[config.mk]
export PLATFORM = sky130hd
export DESIGN_NAME = instr_encoder
export DESIGN_NICKNAME = d
export VERILOG_FILES = /design/src/rtl/instr_pkg.sv /design/src/rtl/instr_word_enc.sv /design/src/rtl/instr_encoder.sv
export SDC_FILE = /design/constraint.sdc
export NUM_CORES = 1
export LEC_CHECK = 0
export ABC_CLOCK_PERIOD_IN_PS = 1900
export CAP_MARGIN = 25
export CORE_ASPECT_RATIO = 1.2
export CORE_MARGIN = 1.5
export CORE_UTILIZATION = 41
export CTS_BUF_LIST = sky130_fd_sc_hd__clkbuf_16
export DETAILED_ROUTE_END_ITERATION = 6
export PLACE_DENSITY = 0.76
export SYNTH_ARGS = -nofsm -noshare
export SYNTH_HDL_FRONTEND = slang
export SYNTH_SLANG_ARGS = --single-unit
[constraint.sdc]
create_clock -name clock -period 1.9 [get_ports clock]
set_clock_uncertainty 0.05 [all_clocks]
set_input_delay 0.19 -clock clock [delete_from_list [all_inputs] [get_ports clock]]
set_output_delay 0.19 -clock clock [all_outputs]
set_load 0.01 [all_outputs]
[src/rtl/instr_pkg.sv]
// Shared encoding constants for the 5-bit-opcode, 32-bit instruction format.
// The control decoder imports the same package, so both sides agree on field layout.
package instr_pkg;

  typedef enum logic [3:0] {
    K_ADD  = 4'd0,
    K_SUB  = 4'd1,
    K_AND  = 4'd2,
    K_OR   = 4'd3,
    K_SLL  = 4'd4,
    K_SRA  = 4'd5,
    K_ADDI = 4'd6,
    K_LW   = 4'd7,
    K_SW   = 4'd8
  } kind_e;

  typedef enum logic [1:0] {
    ST_IDLE = 2'd0,
    ST_RUN  = 2'd1,
    ST_FULL = 2'd2,
    ST_DONE = 2'd3
  } enc_state_e;

  localparam logic [4:0] OP_R    = 5'b00000;
  localparam logic [4:0] OP_ADDI = 5'b00101;
  localparam logic [4:0] OP_LW   = 5'b01000;
  localparam logic [4:0] OP_SW   = 5'b00111;

  localparam logic [4:0] ALU_ADD = 5'b00000;
  localparam logic [4:0] ALU_SUB = 5'b00001;
  localparam logic [4:0] ALU_AND = 5'b00010;
  localparam logic [4:0] ALU_OR  = 5'b00011;
  localparam logic [4:0] ALU_SLL = 5'b00100;
  localparam logic [4:0] ALU_SRA = 5'b00101;

  localparam int OPC_LSB   = 27;
  localparam int RD_LSB    = 22;
  localparam int RS_LSB    = 17;
  localparam int RT_LSB    = 12;
  localparam int SHAMT_LSB = 7;
  localparam int ALUOP_LSB = 2;
  localparam int IMM_LSB   = 0;
  localparam int REG_W     = 5;
  localparam int IMM_W     = 17;

  function automatic logic [4:0] kind_to_aluop(input logic [3:0] kind);
    logic [4:0] op;
    op = ALU_ADD;
    case (kind)
      K_SUB:   op = ALU_SUB;
      K_AND:   op = ALU_AND;
      K_OR:    op = ALU_OR;
      K_SLL:   op = ALU_SLL;
      K_SRA:   op = ALU_SRA;
      default: op = ALU_ADD;
    endcase
    return op;
  endfunction

endpackage

[src/rtl/instr_word_enc.sv]
// Combinational encoder: symbolic kind plus fields to a 32-bit machine word.
// Unused fields of each format are forced to zero; kinds 9-15 report illegal.
module instr_word_enc
  import instr_pkg::*;
(
  input  logic [3:0]       kind_i,
  input  logic [REG_W-1:0] rd_i,
  input  logic [REG_W-1:0] rs_i,
  input  logic [REG_W-1:0] rt_i,
  input  logic [REG_W-1:0] shamt_i,
  input  logic [IMM_W-1:0] imm_i,
  output logic             legal_o,
  output logic [31:0]      word_o
);

  always_comb begin
    legal_o = 1'b1;
    word_o  = '0;
    case (kind_i)
      K_ADD, K_SUB, K_AND, K_OR: begin
        word_o[OPC_LSB   +: 5]     = OP_R;
        word_o[RD_LSB    +: REG_W] = rd_i;
        word_o[RS_LSB    +: REG_W] = rs_i;
        word_o[RT_LSB    +: REG_W] = rt_i;
        word_o[ALUOP_LSB +: 5]     = kind_to_aluop(kind_i);
      end
      // Shifts take their amount from shamt, so rt is meaningless and zeroed.
      K_SLL, K_SRA: begin
        word_o[OPC_LSB   +: 5]     = OP_R;
        word_o[RD_LSB    +: REG_W] = rd_i;
        word_o[RS_LSB    +: REG_W] = rs_i;
        word_o[SHAMT_LSB +: REG_W] = shamt_i;
        word_o[ALUOP_LSB +: 5]     = kind_to_aluop(kind_i);
      end
      K_ADDI, K_LW, K_SW: begin
        word_o[OPC_LSB +: 5]     = (kind_i == K_ADDI) ? OP_ADDI :
                                   (kind_i == K_LW)   ? OP_LW   : OP_SW;
        word_o[RD_LSB  +: REG_W] = rd_i;
        word_o[RS_LSB  +: REG_W] = rs_i;
        word_o[IMM_LSB +: IMM_W] = imm_i;
      end
      default: begin
        legal_o = 1'b0;
        word_o  = '0;
      end
    endcase
  end

endmodule

[src/rtl/instr_encoder.sv]
// Streaming instruction loader: encodes accepted operations and writes them
// sequentially into imem from a base address, one registered write per word.
module instr_encoder
  import instr_pkg::*;
#(
  parameter int ADDR_W = 12
) (
  input  logic              clock,
  input  logic              reset_n,
  input  logic              start,
  input  logic              stop,
  input  logic [ADDR_W-1:0] base_addr,
  input  logic              in_valid,
  output logic              in_ready,
  input  logic [3:0]        in_kind,
  input  logic [4:0]        in_rd,
  input  logic [4:0]        in_rs,
  input  logic [4:0]        in_rt,
  input  logic [4:0]        in_shamt,
  input  logic [16:0]       in_imm,
  output logic              imem_wren,
  output logic [ADDR_W-1:0] imem_addr,
  output logic [31:0]       imem_data,
  output logic [ADDR_W:0]   count,
  output logic              full,
  output logic              err,
  output logic              busy
);

  localparam logic [ADDR_W-1:0] PTR_LAST = '1;
  localparam logic [ADDR_W:0]   CNT_MAX  = {1'b1, {ADDR_W{1'b0}}};

  enc_state_e        state_q, state_d;
  logic [ADDR_W-1:0] ptr_q, ptr_d;
  logic [ADDR_W-1:0] addr_q, addr_d;
  logic [31:0]       data_q, data_d;
  logic              wren_q, wren_d;
  logic [ADDR_W:0]   cnt_q, cnt_d;
  logic              full_q, full_d;
  logic              err_q, err_d;

  logic        enc_legal;
  logic [31:0] enc_word;
  logic        accept;

  instr_word_enc u_word_enc (
    .kind_i  (in_kind),
    .rd_i    (in_rd),
    .rs_i    (in_rs),
    .rt_i    (in_rt),
    .shamt_i (in_shamt),
    .imm_i   (in_imm),
    .legal_o (enc_legal),
    .word_o  (enc_word)
  );

  // start/stop are session commands and win over any operation offered alongside.
  assign in_ready = (state_q == ST_RUN) & ~start & ~stop;
  assign accept   = in_valid & in_ready;

  always_comb begin
    state_d = state_q;
    ptr_d   = ptr_q;
    addr_d  = addr_q;
    data_d  = data_q;
    wren_d  = 1'b0;
    cnt_d   = cnt_q;
    full_d  = full_q;
    err_d   = err_q;
    if (start) begin
      state_d = ST_RUN;
      ptr_d   = base_addr;
      cnt_d   = '0;
      full_d  = 1'b0;
      err_d   = 1'b0;
    end else if (stop && (state_q == ST_RUN || state_q == ST_FULL)) begin
      state_d = ST_DONE;
    end else if (accept) begin
      if (enc_legal) begin
        wren_d = 1'b1;
        addr_d = ptr_q;
        data_d = enc_word;
        ptr_d  = ptr_q + 1'b1;
        if (cnt_q != CNT_MAX) begin
          cnt_d = cnt_q + 1'b1;
        end
        if (ptr_q == PTR_LAST) begin
          state_d = ST_FULL;
          full_d  = 1'b1;
        end
      end else begin
        err_d = 1'b1;
      end
    end
  end

  always_ff @(posedge clock or negedge reset_n) begin
    if (!reset_n) begin
      state_q <= ST_IDLE;
      ptr_q   <= '0;
      addr_q  <= '0;
      data_q  <= '0;
      wren_q  <= 1'b0;
      cnt_q   <= '0;
      full_q  <= 1'b0;
      err_q   <= 1'b0;
    end else begin
      state_q <= state_d;
      ptr_q   <= ptr_d;
      addr_q  <= addr_d;
      data_q  <= data_d;
      wren_q  <= wren_d;
      cnt_q   <= cnt_d;
      full_q  <= full_d;
      err_q   <= err_d;
    end
  end

  assign imem_wren = wren_q;
  assign imem_addr = addr_q;
  assign imem_data = data_q;
  assign count     = cnt_q;
  assign full      = full_q;
  assign err       = err_q;
  assign busy      = (state_q == ST_RUN) | wren_q;

  // full is only set on entering FULL and cleared by start, so it excludes acceptance.
  a_full_blocks_accept: assert property (@(posedge clock) disable iff (!reset_n)
    full_q |-> !in_ready);

endmodule

==> out/metrics.yaml <==
die_h_um: 104
period_needed_ns: 1.86
async_reset_ff_share_pct: 100
synth_edf_count: 0
grt_antenna_before_repair: 0
crit_path_top_delay_cell: "dfrtp_1"
dp_slack_ns: -0.288
seq_area_mm2: 0.00180
die_x_um: 87.2
dp_hpwl_mm: 7.02
cts.clk_slew.worst_paths_ns: 0.06
setup_viol: 0
io_buffers: 118
final_nets: 575
pin_count: 120
grt_pass1_vias: 3297
ys.flop_type: "dfrtp_1"
critPathKind: "reg2out"
htree_levels: 3
start_util_pct: 42.6
dieArea_mm2: 0.00908
fp-row-count: 36
cts_tree: "built"
routedWlPerCell_um: 14.8
syn_nets: 430
outcome: "completed"
startpoint_type: "flip-flop"
drv_cap: 0
setup.reg_to_reg.worst_slack_ns: 0.07
fmaxAchievable_ghz: 0.538
crit_arrival_ns: 1.62
dp.cells: 613
worst_setup_path_end_kind: "output pin"
ant_nets: 0
worst_slack_ns: 0.0417
ys_ff_latch: 72
final_cells: 632
grt_pass1_wl_mm: 15.7
diodes: 0
final.period_utilization_pct: 97.8
gp_congestion: 0.907
clock_sinks: 72
synthDistinctLibCells: 59
drtPass1Iterations: 4
p_per_area_mw_per_mm2: 861
n_fill_cell: 703
grt-ovfl-total: 0
slew_violations: 0
multiInputGateArea_mm2: 0.00153
critPathMaxStageDelay_ns: 0.39
clockBufferDepth: 2
ys.warnings.count: 0
fin_area_mm2: 0.00531
hold_slack_ns: 0.265
worst_ir_drop_vdd_mv: 0.475
core-area_mm2: 0.00820
drc_errors: 0
crit_required_ns: 1.66
p_leak_nw: 2.29
numCtsBuffers: 9
syn_area_per_cell_um2: 9.49
clk_latency_ns: 0.33
grt_max_degree: 45
via_per_inst: 5.31
cts_root_buf: "clkbuf_16"
synth_area_mm2: 0.00349
area_growth_pct: 52.2
finalWirelength_mm: 9.38
hold_path_class: "in2async"
yosysSeqAreaShare_pct: 51.6
hold_viol_final: 0
vias: 3354
initialDrtViolationCount: 187
crit_fanout: 4
synthCells: 368
grtUsageTotal_pct: 21.8
worstPathCellList: "ha_2 -> buf_4 -> or2_2 -> dlygate4sd2_1"
p_total_mw: 4.58
drive_gt1_share_pct: 13.9
dpl_cell_area_mm2: 0.00499
[cell type report]
cell class                      instances  area share, %
Timing Repair Buffer                  161           28.7
Clock buffer                            9           4.24
Sequential cell                        72           33.9
Clock inverter                          7          0.895
Multi-Input combinational cell        258           28.8
Tap cell                              114           2.68
Inverter                               11          0.777
[cell usage after synthesis, types with 2 or more instances]
library cell  number  area [um2]
nand2_1           77         289
dfrtp_1           72        1800
nor2_1            33         124
a21oi_1           10        50.1
a221oi_1          10        87.6
buf_2             10        50.1
clkbuf_1          10        37.5
inv_1             10        37.5
nand3_1            9        45.0
nand4_1            9        56.3
nor3_1             9        45.0
o21ai_0            8        40.0
o31ai_1            7        52.6
a22o_1             6        52.6
nor2b_1            6        37.5
a221o_1            5        50.1
and2_1             4        25.0
and4_1             4        35.0
ha_1               4        50.1
nor4_1             4        25.0
or4_1              4        30.0
a21o_1             3        22.5
a31oi_1            3        18.8
buf_4              3        22.5
buf_6              3        33.8
xnor2_1            3        26.3
and3_1             2        12.5
buf_1              2        7.51
nor3b_1            2        15.0
nor4b_1            2        17.5
o21a_1             2        15.0
o221a_2            2        22.5
o311ai_0           2        17.5
o311ai_1           2        17.5
or2_2              2        12.5
[power by group]
part           leakage (nW)  internal (mW)  switching, mW
registers             0.902           1.77          0.158
clock network         0.122          0.879          0.644
logic                  1.27          0.662          0.461
total                  2.29           3.31           1.26
[worst max-delay path: cells and delay by family, from the launching register on]
family / cells / cell delay, ns
fa+ha+maj: 1 / 0.21
buf+inv: 2 / 0.42
flops: 1 / 0.39
simple gates: 1 / 0.27
[registers in the layout (all words and copies together), names as in the netlist]
name / flops
imem_data: 30
err: 1
ptr_q: 12
full: 1
state_q: 2
imem_addr: 12
count: 13
imem_wren: 1
[cells by family (layout without fill, tap and decap cells)]
| kind of cell | after synthesis | after routing | share of synthesized area [%] |
|---|---|---|---|
| xor gates and xnor gates | 3 | 3 | 0.753 |
| DFF | 72 | 72 | 51.6 |
| adders and majority gates | 4 | 4 | 1.43 |
| muxes | 1 | 1 | 0.287 |
| other | 1 | 1 | 0.107 |
| buffers and inverters | 39 | 188 | 5.52 |
| AOI/OAI and AO/OA | 76 | 76 | 16.7 |
| and+or+nand+nor | 172 | 173 | 23.5 |
[what timing repair did]
action / CTS / global route
setup buffers: 1 / 0
endpoints found under the hold margin: 28 / 0
cloned: 1 / 0
pin swaps: 0 / 1
hold buffers: 1 / 0
setup endpoints to repair: 6 / 8
resized for setup: 3 / 5
[metal layers]
metal | global-route usage (%) | share of wire [%] | vias to the layer above
li1 | - | - | 1603
met1 | 27.0 | 41 | 1610
met2 | 36.0 | 50 | 124
met3 | 6.11 | 7.1 | 17
met4 | 7.37 | 1.9 | 0
met5 | 0 | 0 | -
[final timing paths]
kind / from / endpoint / cells after the start
min in group clock: in_rs[1] / imem_data[18]$_DFFE_PN0P_ / 3
max in group asynchronous: reset_n / imem_addr[5]$_DFFE_PN0P_ / 3
min reg2reg: imem_addr[6]$_DFFE_PN0P_ / imem_addr[6]$_DFFE_PN0P_ / 2
min: reset_n / imem_data[30]$_DFFE_PN0P_ / 2
max reg2reg: state_q[0]$_DFFE_PN0P_ / ptr_q[10]$_DFFE_PN0P_ / 7
max: state_q[0]$_DFFE_PN0P_ / busy / 4
[placed cells by master (no fill, tap or decap), drive strengths merged, types with 4 or more instances in the layout]
| cell | instances |
|---|---|
| a21oi | 10 |
| a221o | 5 |
| a221oi | 10 |
| a22o | 6 |
| and2 | 4 |
| and4 | 4 |
| buf | 43 |
| clkbuf | 9 |
| clkdlybuf4s50 | 115 |
| clkinvlp | 4 |
| dfrtp | 72 |
| ha | 4 |
| inv | 12 |
| nand2 | 77 |
| nand3 | 9 |
| nand4 | 9 |
| nor2 | 33 |
| nor2b | 6 |
| nor3 | 9 |
| nor4 | 4 |
| o21ai | 8 |
| o311ai | 4 |
| o31ai | 7 |
| or4 | 4 |
[metrics by stage]
stage	setup TNS, ns	utilization (%)
3_5_place_dp	-2.97	60.9
5_1_grt	-0.00746	64.8
4_1_cts	0	64.6
3_3_place_gp	-1.67	60.9
2_1_floorplan	0	-
6_report	0	64.8
Note: power is estimated with default switching activity, not from simulation.
